$ cat src/rtl/rand_arbiter_pkg.sv
// Shared types and defaults for the random-word arbiter: FSM states, default
// LFSR polynomial/seed, and the modulo-wrap index helper.
package rand_arbiter_pkg;

    typedef enum logic [0:0] {
        ST_RESEED = 1'b0,
        ST_RUN    = 1'b1
    } arb_state_e;

    localparam logic [31:0] LFSR_POLY_DEFAULT = 32'h0000_0481;
    localparam logic [31:0] SEED_DEFAULT      = 32'h0000_0001;

    function automatic int unsigned wrap_add(input int unsigned a,
                                             input int unsigned b,
                                             input int unsigned n);
        return (a + b) % n;
    endfunction

endpackage

$ cat src/rtl/rand_arbiter_if.sv
// Requester-side bus of the random-word arbiter: frame marker, requests,
// one-hot grant and the random word handed to the winner.
interface rand_arbiter_if
    import rand_arbiter_pkg::*;
#(
    parameter int unsigned NREQ = 4,
    parameter int unsigned W    = $clog2(LFSR_POLY_DEFAULT) - 1
);
    logic            frame_start;
    logic [NREQ-1:0] req;
    logic [NREQ-1:0] gnt;
    logic [W-1:0]    rnd;
    logic            rnd_valid;

    modport master (
        output frame_start, req,
        input  gnt, rnd, rnd_valid
    );

    modport slave (
        input  frame_start, req,
        output gnt, rnd, rnd_valid
    );
endinterface

$ cat src/rtl/rand_arbiter_lfsr.sv
// Galois LFSR: init loads SEED, en advances one step, otherwise holds.
// din=1 enables polynomial feedback.
module lfsr
    import rand_arbiter_pkg::*;
#(
    parameter logic [31:0]  LFSR = LFSR_POLY_DEFAULT,
    parameter int unsigned  W    = $clog2(LFSR) - 1,
    parameter logic [W-1:0] SEED = W'(SEED_DEFAULT)
)(
    input  logic         clk,
    input  logic         en,
    input  logic         init,
    input  logic         din,
    output logic [W-1:0] lfsr
);

    function automatic logic [W-1:0] lfsr_step(input logic [W-1:0] cur,
                                               input logic         fb_en);
        logic [W-1:0] shifted;
        shifted = {cur[W-2:0], 1'b0};
        if (fb_en && cur[W-1]) begin
            return shifted ^ LFSR[W-1:0];
        end else begin
            return shifted;
        end
    endfunction

    // LFSR state register: reseed has priority over stepping.
    always_ff @(posedge clk) begin
        if (init) begin
            lfsr <= SEED;
        end else if (en) begin
            lfsr <= lfsr_step(lfsr, din);
        end else begin
            lfsr <= lfsr;
        end
    end

endmodule

$ cat src/rtl/rand_arbiter.sv
// Round-robin arbiter handing out one LFSR word per grant; the LFSR is
// reseeded at every frame start so the per-frame sequence is reproducible.
module rand_arbiter
    import rand_arbiter_pkg::*;
#(
    parameter int unsigned  NREQ = 4,
    parameter logic [31:0]  LFSR = LFSR_POLY_DEFAULT,
    parameter int unsigned  W    = $clog2(LFSR) - 1,
    parameter logic [W-1:0] SEED = W'(SEED_DEFAULT)
)(
    input  logic          clk,
    input  logic          reset,
    rand_arbiter_if.slave bus
);

    localparam int unsigned PW = $clog2(NREQ);

    arb_state_e      state_r, state_n_s;
    logic [NREQ-1:0] gnt_r, gnt_n_s, elig_s;
    logic [W-1:0]    rnd_r, rnd_n_s, lfsr_s;
    logic            rnd_valid_r, rnd_valid_n_s;
    logic [PW-1:0]   rr_r, rr_n_s, win_s;
    logic            found_s, lfsr_en_s, lfsr_init_s;

    // Round-robin search from rr_r; last cycle's winner is masked out.
    always_comb begin
        logic [PW-1:0] idx_v;
        found_s = 1'b0;
        win_s   = '0;
        idx_v   = '0;
        elig_s  = bus.req & ~gnt_r;
        for (int unsigned i = 0; i < NREQ; i++) begin
            idx_v = PW'(wrap_add(32'(rr_r), i, NREQ));
            if (!found_s && elig_s[idx_v]) begin
                found_s = 1'b1;
                win_s   = idx_v;
            end else begin
                found_s = found_s;
            end
        end
    end

    // Next-state and next-output logic of the RESEED/RUN controller.
    always_comb begin
        state_n_s     = state_r;
        gnt_n_s       = '0;
        rnd_valid_n_s = 1'b0;
        rnd_n_s       = rnd_r;
        rr_n_s        = rr_r;
        lfsr_en_s     = 1'b0;
        lfsr_init_s   = 1'b0;
        case (state_r)
            ST_RESEED: begin
                lfsr_init_s = ~reset;
                state_n_s   = ST_RUN;
            end
            ST_RUN: begin
                if (bus.frame_start) begin
                    rr_n_s    = '0;
                    state_n_s = ST_RESEED;
                end else if (found_s) begin
                    gnt_n_s        = '0;
                    gnt_n_s[win_s] = 1'b1;
                    rnd_valid_n_s  = 1'b1;
                    rnd_n_s        = lfsr_s;
                    rr_n_s         = PW'(wrap_add(32'(win_s), 32'd1, NREQ));
                    lfsr_en_s      = ~reset;
                end else begin
                    state_n_s = ST_RUN;
                end
            end
            default: begin
                state_n_s = ST_RESEED;
            end
        endcase
    end

    // State and registered outputs; reset discards any grant in flight.
    always_ff @(posedge clk) begin
        if (reset) begin
            state_r     <= ST_RESEED;
            gnt_r       <= '0;
            rnd_r       <= '0;
            rnd_valid_r <= 1'b0;
            rr_r        <= '0;
        end else begin
            state_r     <= state_n_s;
            gnt_r       <= gnt_n_s;
            rnd_r       <= rnd_n_s;
            rnd_valid_r <= rnd_valid_n_s;
            rr_r        <= rr_n_s;
        end
    end

    lfsr #(
        .LFSR (LFSR),
        .W    (W),
        .SEED (SEED)
    ) u_lfsr (
        .clk  (clk),
        .en   (lfsr_en_s),
        .init (lfsr_init_s),
        .din  (1'b1),
        .lfsr (lfsr_s)
    );

    assign bus.gnt       = gnt_r;
    assign bus.rnd       = rnd_r;
    assign bus.rnd_valid = rnd_valid_r;

endmodule

$ cat src/flat_wrapper.sv
// flat-port wrapper written by rule: the top's interface ports become plain ports
module rand_arbiter_flat import rand_arbiter_pkg::*;
#(
    parameter int unsigned  NREQ = 4,
    parameter logic [31:0]  LFSR = LFSR_POLY_DEFAULT,
    parameter int unsigned  W    = $clog2(LFSR) - 1,
    parameter logic [W-1:0] SEED = W'(SEED_DEFAULT)
)
  (clk, reset, bus_frame_start, bus_req, bus_gnt, bus_rnd, bus_rnd_valid);
  rand_arbiter_if #(.NREQ(NREQ), .W(W)) bus_i ();
  input  logic clk;
  input  logic reset;
  input wire logic [$bits(bus_i.frame_start)-1:0] bus_frame_start;
  input wire logic [$bits(bus_i.req)-1:0] bus_req;
  output wire logic [$bits(bus_i.gnt)-1:0] bus_gnt;
  output wire logic [$bits(bus_i.rnd)-1:0] bus_rnd;
  output wire logic [$bits(bus_i.rnd_valid)-1:0] bus_rnd_valid;
  assign bus_i.frame_start = bus_frame_start;
  assign bus_i.req = bus_req;
  assign bus_gnt = bus_i.gnt;
  assign bus_rnd = bus_i.rnd;
  assign bus_rnd_valid = bus_i.rnd_valid;
  rand_arbiter #(.NREQ(NREQ), .LFSR(LFSR), .W(W), .SEED(SEED)) u_core (.clk(clk), .reset(reset), .bus(bus_i));
endmodule
$ cat config.mk
export PLATFORM = sky130hd
export DESIGN_NAME = rand_arbiter_flat
export DESIGN_NICKNAME = d
export VERILOG_FILES = /design/src/rtl/rand_arbiter_pkg.sv /design/src/rtl/rand_arbiter_if.sv /design/src/rtl/rand_arbiter_lfsr.sv /design/src/rtl/rand_arbiter.sv /design/src/flat_wrapper.sv
export SDC_FILE = /design/constraint.sdc
export NUM_CORES = 1
export LEC_CHECK = 0
export CAP_MARGIN = 20
export CORE_AREA = 2 2 54 56
export CTS_CLUSTER_SIZE = 20
export DETAILED_ROUTE_END_ITERATION = 12
export DIE_AREA = 0 0 56 58
export PLACE_DENSITY = 0.69
export SETUP_SLACK_MARGIN = 0.5
export SLEW_MARGIN = 0
export SYNTH_ARGS = -nofsm -noshare
export SYNTH_HDL_FRONTEND = slang
export SYNTH_SLANG_ARGS = --single-unit
export TNS_END_PERCENT = 20
$ cat constraint.sdc
create_clock -name clk -period 2 [get_ports clk]
set_input_delay 0.4 -clock clk [delete_from_list [all_inputs] [get_ports clk]]
set_output_delay 0.4 -clock clk [all_outputs]
set_load 0.01 [all_outputs]
==> impl_metrics.env, run 1 <==
export IMPL_die_h_um=58
export IMPL_ios=22
export IMPL_grt_overflow_total=0
export IMPL_p_per_area_mw_per_mm2=637
export IMPL_synth_top_cells_by_count="dfxtp_1 (28), o21ai_0 (17), a21oi_1 (12), nand2b_1 (10), nand3_1 (10)"
export IMPL_cts_max_path_buffers=2
export IMPL_worstReg2RegEnd="u_core.rr_r[1]"
export IMPL_io_buffer_count=21
export IMPL_yosysWarnings=0
export IMPL_nNetsFinal=169
export IMPL_grt_pass1_vias=1015
export IMPL_finalCritPeriodShare=0.843
export IMPL_endpoint_kind="flop"
export IMPL_synth_area_mm2=0.00117
export IMPL_finalHoldViolCount=0
export IMPL_synth_async_reset_ratio=0
export IMPL_path_clk_slew_ns=0.15
export IMPL_antenna_found_initial=0
export IMPL_path_class="flop to flop"
export IMPL_synth_yosys_seq_area_share=0.481
export IMPL_drt_iter0_drc=49
export IMPL_grt_busiest_layer="met2"
export IMPL_num_rows=19
export IMPL_multi_input_area_um2=614
export IMPL_layout_drive_gt1_share=0.236
export IMPL_synth_top_cell_area_share=0.481
export IMPL_dieArea_mm2=0.00325
export IMPL_place_ws_ns=-0.110
export IMPL_cp_required_ns=2.25
export IMPL_syn_avg_cell_area_um2=9.64
export IMPL_critPathTopFamily="compound AO/OA/AOI/OAI gates"
export IMPL_crit_path_start_kind="flop"
export IMPL_crit_fanout=4
export IMPL_fin_setup_tns_ns=0
export IMPL_r2r_slack_ns=0.31
export IMPL_synth_most_common_cell="dfxtp_1"
export IMPL_use_met2=0.313
export IMPL_maxSlewViolCount=0
export IMPL_grt_pass1_wl_mm=4.29
export IMPL_ys_flop_type="dfxtp_1"
export IMPL_cp_arrival_ns=1.93
export IMPL_power_uw=1030
export IMPL_syn_num_nets=132
export IMPL_relSlewSlack=0.758
export IMPL_cp_startpoint="u_core.bus.gnt[0]"
export IMPL_dpl_instance_area_mm2=0.00149
export IMPL_wl_mm=2.59
export IMPL_ff2ff_path_depth=6
export IMPL_area_growth_pct=38.1
export IMPL_dr_pass1_iters=4
export IMPL_cts_root_buffer="clkbuf_4"
export IMPL_worstMarginPinSlew_ns=0.362
export IMPL_regToRegStartpoint="u_core.bus.gnt[0]"
export IMPL_fin_ws_ns=0.314
export IMPL_worstSetupPathDepth=6
export IMPL_place_hpwl_mm=1.85
export IMPL_slowest_stage="dfxtp_2"
export IMPL_clock_sinks=28
export IMPL_die_w_um=56
export IMPL_n_antenna_cell=0
export IMPL_grt_max_degree=16
export IMPL_critPathCapture="u_core.rr_r[1]"
export IMPL_finalInstanceArea_mm2=0.00161
export IMPL_status="finished clean"
export IMPL_cpPeakStageDelay_ns=0.35
export IMPL_cts_buffers=3
export IMPL_drc=0
export IMPL_synth_edff_count=0
export IMPL_grt_usage=0.167
export IMPL_hold_class="flop to flop"
export IMPL_rsz0062_at_grt="yes"
export IMPL_irDropWorstVdd_v=0.000510
export IMPL_synth_cells=121
export IMPL_initial_utilization=0.438
export IMPL_fillerInstances=232
export IMPL_synth_seq_cells=28
export IMPL_core_area_mm2=0.00266
export IMPL_power_leakage_uw=0.000735
export IMPL_drv_cap=0
export IMPL_grt_util_met1=0.189
export IMPL_wire_per_inst_um=13.8
export IMPL_ys_types=31
export IMPL_finClkSkew_ns=0.00854
export IMPL_antenna_left=0
export IMPL_worstSkewPairLatency_ns=0.33
export IMPL_period_needed_ns=1.69
export IMPL_met3_usage=0.0223
export IMPL_cp_buffers_inverters=0
export IMPL_route_vias_total=1020
export IMPL_cts_tree="yes"
export IMPL_path_cells="and2b_2 > a21oi_2 > o21a_1 > o22a_1 > ha_1 > o31ai_1"
export IMPL_seq_area_um2=568
export IMPL_htreeDepth=1
export IMPL_finalSetupViolCount=0
export IMPL_gp_congestion=0.816
export IMPL_vias_per_cell=5.43
export IMPL_yosys_top_cells_area="dfxtp_1 (48%), o21ai_0 (7.3%), nand2b_1 (5.4%), a21oi_1 (5.2%), ha_1 (4.3%)"
export IMPL_yosysTopAreaCell="dfxtp_1"
export IMPL_max_freq_mhz=593
-- sequential cells by signal, summed over array words and instances (netlist names) --
signal	cells
u_core.bus.gnt	4
u_core.rr_r	2
u_core.bus.rnd_valid	1
u_core.bus.rnd	10
u_core.u_lfsr.lfsr	10
u_core.state_r	1
-- final cells by class --
cell class / count / area share
repair buffers: 37 / 0.212
clock buffers: 4 / 0.0225
multi-input cells: 85 / 0.382
inverters: 3 / 0.00699
flip-flops and latches: 28 / 0.353
well taps: 31 / 0.0241
-- tightest hold or removal path, stage by stage (launching register included) --
cell	delay, ns
dfxtp_1	0.33
nand2b_1	0.06
o21ai_1	0.06
-- per-layer routing --
layer  vias to the layer above  wire (um)
li1                        505          -
met1                       482       1120
met2                        31       1320
met3                         2        137
met4                         0         17
met5                         -          0
-- cells in the final DEF (no fill, tap or decap), types with 2 or more instances in the layout --
| master | n |
|---|---|
| dfxtp_1 | 24 |
| o21ai_0 | 16 |
| buf_4 | 15 |
| a21oi_1 | 11 |
| nand2b_1 | 10 |
| nand3_1 | 10 |
| clkdlybuf4s50_1 | 9 |
| dlygate4sd2_1 | 6 |
| dlymetal6s2s_1 | 6 |
| nor2_1 | 5 |
| and3_1 | 4 |
| nor2b_4 | 3 |
| inv_1 | 3 |
| o21ai_1 | 3 |
| clkbuf_4 | 3 |
| dfxtp_2 | 3 |
| ha_4 | 2 |
-- metrics by stage --
stage	util	std cells	hold slack, ns
6_report	0.605	188	0.480
2_1_floorplan	-	121	0.454
4_1_cts	0.599	188	0.482
5_1_grt	0.605	188	0.515
3_3_place_gp	0.558	181	0.455
3_5_place_dp	0.558	181	0.463
-- how the worst min path moves through the flow --
stage / startpoint / to / slack, ns / depth (start not counted)
final: u_core.bus.rnd[3] / u_core.bus.rnd[3] / 0.48 / 2
after global routing: u_core.u_lfsr.lfsr[1] / u_core.u_lfsr.lfsr[1] / 0.52 / 2
after CTS: u_core.bus.rnd[3] / u_core.bus.rnd[3] / 0.48 / 2
after detailed placement: u_core.bus.rnd[3] / u_core.bus.rnd[3] / 0.46 / 2
after global placement: u_core.bus.rnd[3] / u_core.bus.rnd[3] / 0.45 / 2
after floorplan: u_core.u_lfsr.lfsr[1] / u_core.u_lfsr.lfsr[1] / 0.45 / 2
-- report_power, final --
part           total [uW]  internal (uW)  switching [uW]
sequential            587            574            12.7
combinational         165           81.4            83.8
clock                 274            111             162
total                1030            767             259
-- timing repair --
action / 4_1_cts / 5_1_grt
hold buffers: 0 / 0
buffers inserted: 3 / 0
gates resized for setup: 21 / 6
pin swaps: 9 / 1
endpoints found under the setup margin: 42 / 39
endpoints found under the hold margin: 0 / 0
-- cells by family (layout without fill, tap and decap cells) --
kind of cell / Yosys count / in the layout / synth area share
compound gates: 43 / 43 / 0.233
simple gates: 37 / 37 / 0.196
flops: 28 / 28 / 0.481
buf+inv: 8 / 44 / 0.0397
fa+ha+maj: 4 / 4 / 0.0429
xor+xnor: 1 / 1 / 0.00751
Power figures use the tool's default switching activity.
==> run 2: changes to the inputs <==
--- a/config.mk
+++ b/config.mk
@@ -10,7 +10,7 @@
 export CTS_CLUSTER_SIZE = 20
 export DETAILED_ROUTE_END_ITERATION = 12
 export DIE_AREA = 0 0 56 58
-export PLACE_DENSITY = 0.69
+export PLACE_DENSITY = 0.72
 export SETUP_SLACK_MARGIN = 0.5
 export SLEW_MARGIN = 0
 export SYNTH_ARGS = -nofsm -noshare
==> constraint.sdc (replaced) <==
create_clock -name clk -period 1.4 [get_ports clk]
set_input_delay 0.28 -clock clk [delete_from_list [all_inputs] [get_ports clk]]
set_output_delay 0.28 -clock clk [all_outputs]
set_load 0.01 [all_outputs]
==> impl_metrics.env, run 2 (synthesis results as in run 1) <==
export IMPL_grt_overflow_total=0
export IMPL_layout_drive_gt1_share=0.497
export IMPL_critPathTopFamily="compound AO/OA/AOI/OAI gates"
export IMPL_relSlewSlack=0.572
export IMPL_worstReg2RegEnd="u_core.rr_r[1]"
export IMPL_power_uw=1700
export IMPL_cts_buffers=3
export IMPL_fin_util=0.688
export IMPL_place_ws_ns=-0.648
export IMPL_dieArea_mm2=0.00325
export IMPL_cp_buffers_inverters=0
export IMPL_path_class="flop to flop"
export IMPL_grt_max_degree=17
export IMPL_maxSlewViolCount=0
export IMPL_die_h_um=58
export IMPL_top_layer="met4"
export IMPL_route_vias_total=1078
export IMPL_grt_usage=0.192
export IMPL_finalInstanceArea_mm2=0.00183
export IMPL_hold_buffers=0
export IMPL_core_area_mm2=0.00266
export IMPL_antenna_found_initial=0
export IMPL_antenna_left=0
export IMPL_hold_class="flop to flop"
export IMPL_place_hpwl_mm=1.98
export IMPL_wl_met2_mm=1.60
export IMPL_ff2ff_path_depth=6
export IMPL_worstSkewPairLatency_ns=0.33
export IMPL_path_cells="and2b_4 > a21oi_2 > o21a_1 > o22a_1 > ha_4 > o31ai_4"
export IMPL_hold_path_startpoint="u_core.bus.rnd[9]"
export IMPL_cts_root_buffer="clkbuf_4"
export IMPL_ios=22
export IMPL_wl_mm=3.05
export IMPL_endpoint_kind="flop"
export IMPL_gp_congestion=0.783
export IMPL_worstSetupPathDepth=6
export IMPL_finalSetupViolCount=27
export IMPL_wire_per_inst_um=15.4
export IMPL_area_growth_pct=57.0
export IMPL_layout_commonest_cell="dfxtp_1"
export IMPL_met1_length_mm=1.25
export IMPL_drc=0
export IMPL_worstMarginPinSlew_ns=0.639
export IMPL_path_clk_slew_ns=0.15
export IMPL_num_rows=19
export IMPL_cts_max_path_buffers=2
export IMPL_cts_tree="yes"
export IMPL_nNetsFinal=179
export IMPL_drv_cap=0
export IMPL_crit_path_start_kind="flop"
export IMPL_finalCritPeriodShare=1.19
export IMPL_slowest_stage="dfxtp_2"
export IMPL_dpl_instance_area_mm2=0.00152
export IMPL_period_needed_ns=1.67
export IMPL_r2r_slack_ns=-0.27
export IMPL_vias_per_cell=5.44
export IMPL_cp_arrival_ns=1.93
export IMPL_cpPeakStageDelay_ns=0.35
export IMPL_grt_pass1_vias=1102
export IMPL_htreeDepth=1
export IMPL_failed_checks="negative setup slack"
export IMPL_io_buffer_count=21
export IMPL_n_antenna_cell=0
export IMPL_rsz0062_at_grt="yes"
export IMPL_final_cell_mix="dfxtp_1 (22), buf_4 (18), buf_6 (12), a21oi_1 (11), nand2b_1 (10)"
export IMPL_dr_pass1_iters=4
export IMPL_hold_path_depth=2
export IMPL_grt_pass1_wl_mm=5.00
export IMPL_wl_met3_um=119
export IMPL_drt_iter0_drc=40
export IMPL_status="finished, violations left"
export IMPL_min_to="u_core.bus.rnd[9]"
export IMPL_finClkSkew_ns=0.00708
export IMPL_fin_ws_ns=-0.268
export IMPL_crit_fanout=4
export IMPL_die_w_um=56
export IMPL_initial_utilization=0.438
export IMPL_cp_required_ns=1.66
export IMPL_clock_sinks=28
export IMPL_max_freq_mhz=599
export IMPL_finalHoldViolCount=0
export IMPL_p_per_area_mw_per_mm2=926
export IMPL_irDropWorstVdd_v=0.000595
export IMPL_power_leakage_uw=0.000735
export IMPL_regToRegStartpoint="u_core.bus.gnt[0]"
==> run 2: changes by cell type in the layout (fill, tap and decap cells not counted), sizes merged <==
cell	change
clkdlybuf4s15	+5
buf	+16
clkdlybuf4s50	-5
clkbuf	+2
bufinv	+1
dlymetal6s2s	-5
dlygate4sd2	-4
==> run 2: stage by stage <==
stage | hold WS (ns) | std cells | setup TNS (ns)
after global routing | 0.508 | 198 | -6.17
final | 0.482 | 198 | -4.75
after floorplan | 0.372 | 121 | -0.407
after global placement | 0.455 | 185 | -12.25
after detailed placement | 0.463 | 185 | -13.33
after CTS | 0.487 | 195 | -4.19
==> run 2: report_power, final <==
| group | switching (uW) | leakage [uW] | internal (uW) |
|---|---|---|---|
| registers | 19.4 | 0.000231 | 819 |
| logic | 163 | 0.000477 | 166 |
| clock network | 239 | 0.0000279 | 290 |
| total | 421 | 0.000735 | 1270 |
==> run 2: worst max path at each step <==
stage	startpoint	to	slack (ns)
final	u_core.bus.gnt[0]	u_core.rr_r[1]	-0.27
after global routing	u_core.bus.gnt[0]	u_core.rr_r[1]	-0.30
after CTS	u_core.bus.gnt[0]	u_core.rr_r[1]	-0.24
after detailed placement	bus_req[1]	u_core.rr_r[1]	-0.65
after global placement	bus_req[0]	u_core.rr_r[1]	-0.55
after floorplan	u_core.bus.gnt[0]	u_core.rr_r[1]	-0.15
==> run 2: worst min-delay path: stages (launching register included) <==
cell	delay (ns)
dfxtp_1	0.34
nand2b_1	0.06
o21ai_1	0.06
==> run 2: layout make-up <==
cell class | count | area [um^2]
Timing Repair Buffer | 47 | 419
Fill cell | 208 | 832
Sequential cell | 28 | 573
Multi-Input combinational cell | 85 | 736
Inverter | 3 | 11.3
Tap cell | 31 | 38.8
Clock buffer | 3 | 22.5
Clock inverter | 1 | 30.0
==> run 2: what timing repair did <==
action / CTS / global route
setup endpoints to repair: 43 / 43
gates resized for setup: 76 / 40
pin swaps: 15 / 8
buffers inserted: 6 / 3
==> run 2: layer usage <==
layer,vias to the layer above,global-route usage
li1,528,-
met3,8,0.0290
met2,26,0.345
met4,0,0.0680
met1,516,0.234
met5,-,0
==> run 3: changes to the inputs <==
--- a/config.mk
+++ b/config.mk
@@ -7,9 +7,11 @@
 export LEC_CHECK = 0
 export CAP_MARGIN = 20
 export CORE_AREA = 2 2 54 56
+export CTS_BUF_LIST = sky130_fd_sc_hd__clkbuf_8 sky130_fd_sc_hd__clkbuf_16
 export CTS_CLUSTER_SIZE = 20
 export DETAILED_ROUTE_END_ITERATION = 12
 export DIE_AREA = 0 0 56 58
+export MAX_ROUTING_LAYER = met4
 export PLACE_DENSITY = 0.72
 export SETUP_SLACK_MARGIN = 0.5
 export SLEW_MARGIN = 0
==> impl_metrics.env, run 3 (synthesis results as in run 1) <==
export IMPL_finalCritPeriodShare=1.18
export IMPL_path_class="flop to flop"
export IMPL_cts_tree="yes"
export IMPL_max_freq_mhz=605
export IMPL_period_needed_ns=1.65
export IMPL_dr_pass1_iters=4
export IMPL_use_met2=0.338
export IMPL_clock_sinks=28
export IMPL_layout_commonest_cell="dfxtp_1"
export IMPL_die_h_um=58
export IMPL_area_growth_pct=59.5
export IMPL_htreeDepth=1
export IMPL_place_hpwl_mm=1.98
export IMPL_failed_checks="negative setup slack"
export IMPL_drc=0
export IMPL_cp_buffers_inverters=0
export IMPL_core_area_mm2=0.00266
export IMPL_hold_path_startpoint="u_core.bus.rnd[9]"
export IMPL_ios=22
export IMPL_n_antenna_cell=0
export IMPL_instances_no_fill=196
export IMPL_path_clk_slew_ns=0.10
export IMPL_endpoint_kind="flop"
export IMPL_intPower_uw=1360
export IMPL_grt_util_met1=0.233
export IMPL_worstReg2RegEnd="u_core.rr_r[1]"
export IMPL_status="finished, violations left"
export IMPL_seq_area_um2=567
export IMPL_antenna_found_initial=0
export IMPL_grt_overflow_total=0
export IMPL_hold_path_depth=2
export IMPL_cts_buffers=3
export IMPL_grt_pass1_wl_mm=5.00
export IMPL_nNetsFinal=177
export IMPL_io_buffer_count=21
export IMPL_met3_usage=0.0379
export IMPL_drt_iter0_drc=46
export IMPL_cts_root_buffer="clkbuf_8"
export IMPL_route_vias_total=1093
export IMPL_layout_drive_gt1_share=0.503
export IMPL_cp_arrival_ns=1.86
export IMPL_wire_per_inst_um=15.8
export IMPL_netSwitchingFraction=0.246
export IMPL_worstMarginPinSlew_ns=0.624
export IMPL_final_cell_mix="dfxtp_1 (25), buf_4 (16), nand2b_1 (10), a21oi_1 (10), clkdlybuf4s15_2 (10)"
export IMPL_fin_ws_ns=-0.253
export IMPL_regToRegStartpoint="u_core.bus.gnt[0]"
export IMPL_fin_util=0.699
export IMPL_antenna_left=0
export IMPL_grt_pass1_vias=1105
export IMPL_grt_busiest_layer="met2"
export IMPL_relSlewSlack=0.583
export IMPL_dieArea_mm2=0.00325
export IMPL_irDropWorstVdd_v=0.000821
export IMPL_crit_fanout=4
export IMPL_r2r_slack_ns=-0.25
export IMPL_placed_cells=185
export IMPL_gp_congestion=0.793
export IMPL_multi_input_area_um2=744
export IMPL_hold_class="flop to flop"
export IMPL_slowest_stage="dfxtp_2"
export IMPL_drv_cap=0
export IMPL_die_w_um=56
export IMPL_grt_max_degree=17
export IMPL_num_rows=19
export IMPL_wl_mm=3.11
export IMPL_place_ws_ns=-0.648
export IMPL_critPathTopFamily="compound AO/OA/AOI/OAI gates"
export IMPL_min_to="u_core.bus.rnd[9]"
export IMPL_rsz0062_at_grt="yes"
export IMPL_crit_path_start_kind="flop"
export IMPL_ff2ff_path_depth=6
export IMPL_cts_max_path_buffers=2
export IMPL_comb_power_share=0.176
export IMPL_cpPeakStageDelay_ns=0.33
export IMPL_power_leakage_uw=0.000709
export IMPL_p_sw_uw=444
export IMPL_grt_usage=0.201
export IMPL_finClkSkew_ns=0.00277
export IMPL_initial_utilization=0.438
export IMPL_path_cells="and2b_2 > a21oi_2 > o21a_1 > o22a_1 > ha_4 > o31ai_4"
export IMPL_seqPwrFrac=0.466
export IMPL_finalHoldViolCount=0
export IMPL_maxSlewViolCount=0
export IMPL_finalSetupViolCount=27
export IMPL_pwr_share_clk=0.357
export IMPL_vias_per_cell=5.58
export IMPL_worstSkewPairLatency_ns=0.28
export IMPL_power_uw=1800
export IMPL_p_per_area_mw_per_mm2=970
export IMPL_cp_required_ns=1.61
export IMPL_fillerInstances=213
==> run 3: what timing repair did <==
action                                  CTS  global route
buffers inserted                          7             0
pin swaps                                20            13
hold buffers                              0             0
gates resized for setup                  79            31
endpoints found under the setup margin   43            43
==> run 3: per-layer routing <==
metal / vias to the layer above / wire length [um]
met1: 524 / 1310
met2: 36 / 1580
li1: 524 / -
met3: 9 / 129
met4: 0 / 82
met5: - / 0
==> run 3: metrics by stage <==
| step | cell area [um^2] | hold slack, ns | TNS [ns] |
|---|---|---|---|
| 2_1_floorplan | 1180 | 0.372 | -0.407 |
| 3_3_place_gp | 1520 | 0.455 | -12.25 |
| 3_5_place_dp | 1520 | 0.463 | -13.33 |
| 4_1_cts | 1730 | 0.481 | -3.68 |
| 5_1_grt | 1860 | 0.502 | -5.85 |
| 6_report | 1860 | 0.477 | -3.62 |
==> run 3: how the worst max path moves through the flow <==
stage	startpoint	to	slack, ns	cells after the start
global placement	bus_req[0]	u_core.rr_r[1]	-0.55	6
floorplan	u_core.bus.gnt[0]	u_core.rr_r[1]	-0.15	6
finish	u_core.bus.gnt[0]	u_core.rr_r[1]	-0.25	6
global route	u_core.bus.gnt[0]	u_core.rr_r[1]	-0.34	6
CTS	u_core.bus.gnt[0]	u_core.rr_r[1]	-0.24	6
detailed placement	bus_req[1]	u_core.rr_r[1]	-0.65	7
==> run 3: power by group through the flow <==
stage	sequential (uW)	combinational (uW)	clock, uW
6_report	842	318	645
4_1_cts	838	272	653
2_1_floorplan	856	120	0
3_5_place_dp	856	227	0
5_1_grt	844	341	678
3_3_place_gp	854	215	0
==> run 3: final cells by class <==
class                   instances  share of cell area
flip-flops and latches         28               0.305
well taps                      31              0.0208
inverters                       3             0.00605
clock buffers                   3              0.0222
repair buffers                 45               0.230
multi-input cells              85               0.400
clock inverters                 1              0.0161
==> run 3: tightest hold or removal path, delay by kind of cell, from the launching register on <==
kind / cells / cell delay (ns)
AO/OA/AOI/OAI: 1 / 0.06
flip-flops: 1 / 0.32
AND/OR/NAND/NOR: 1 / 0.06
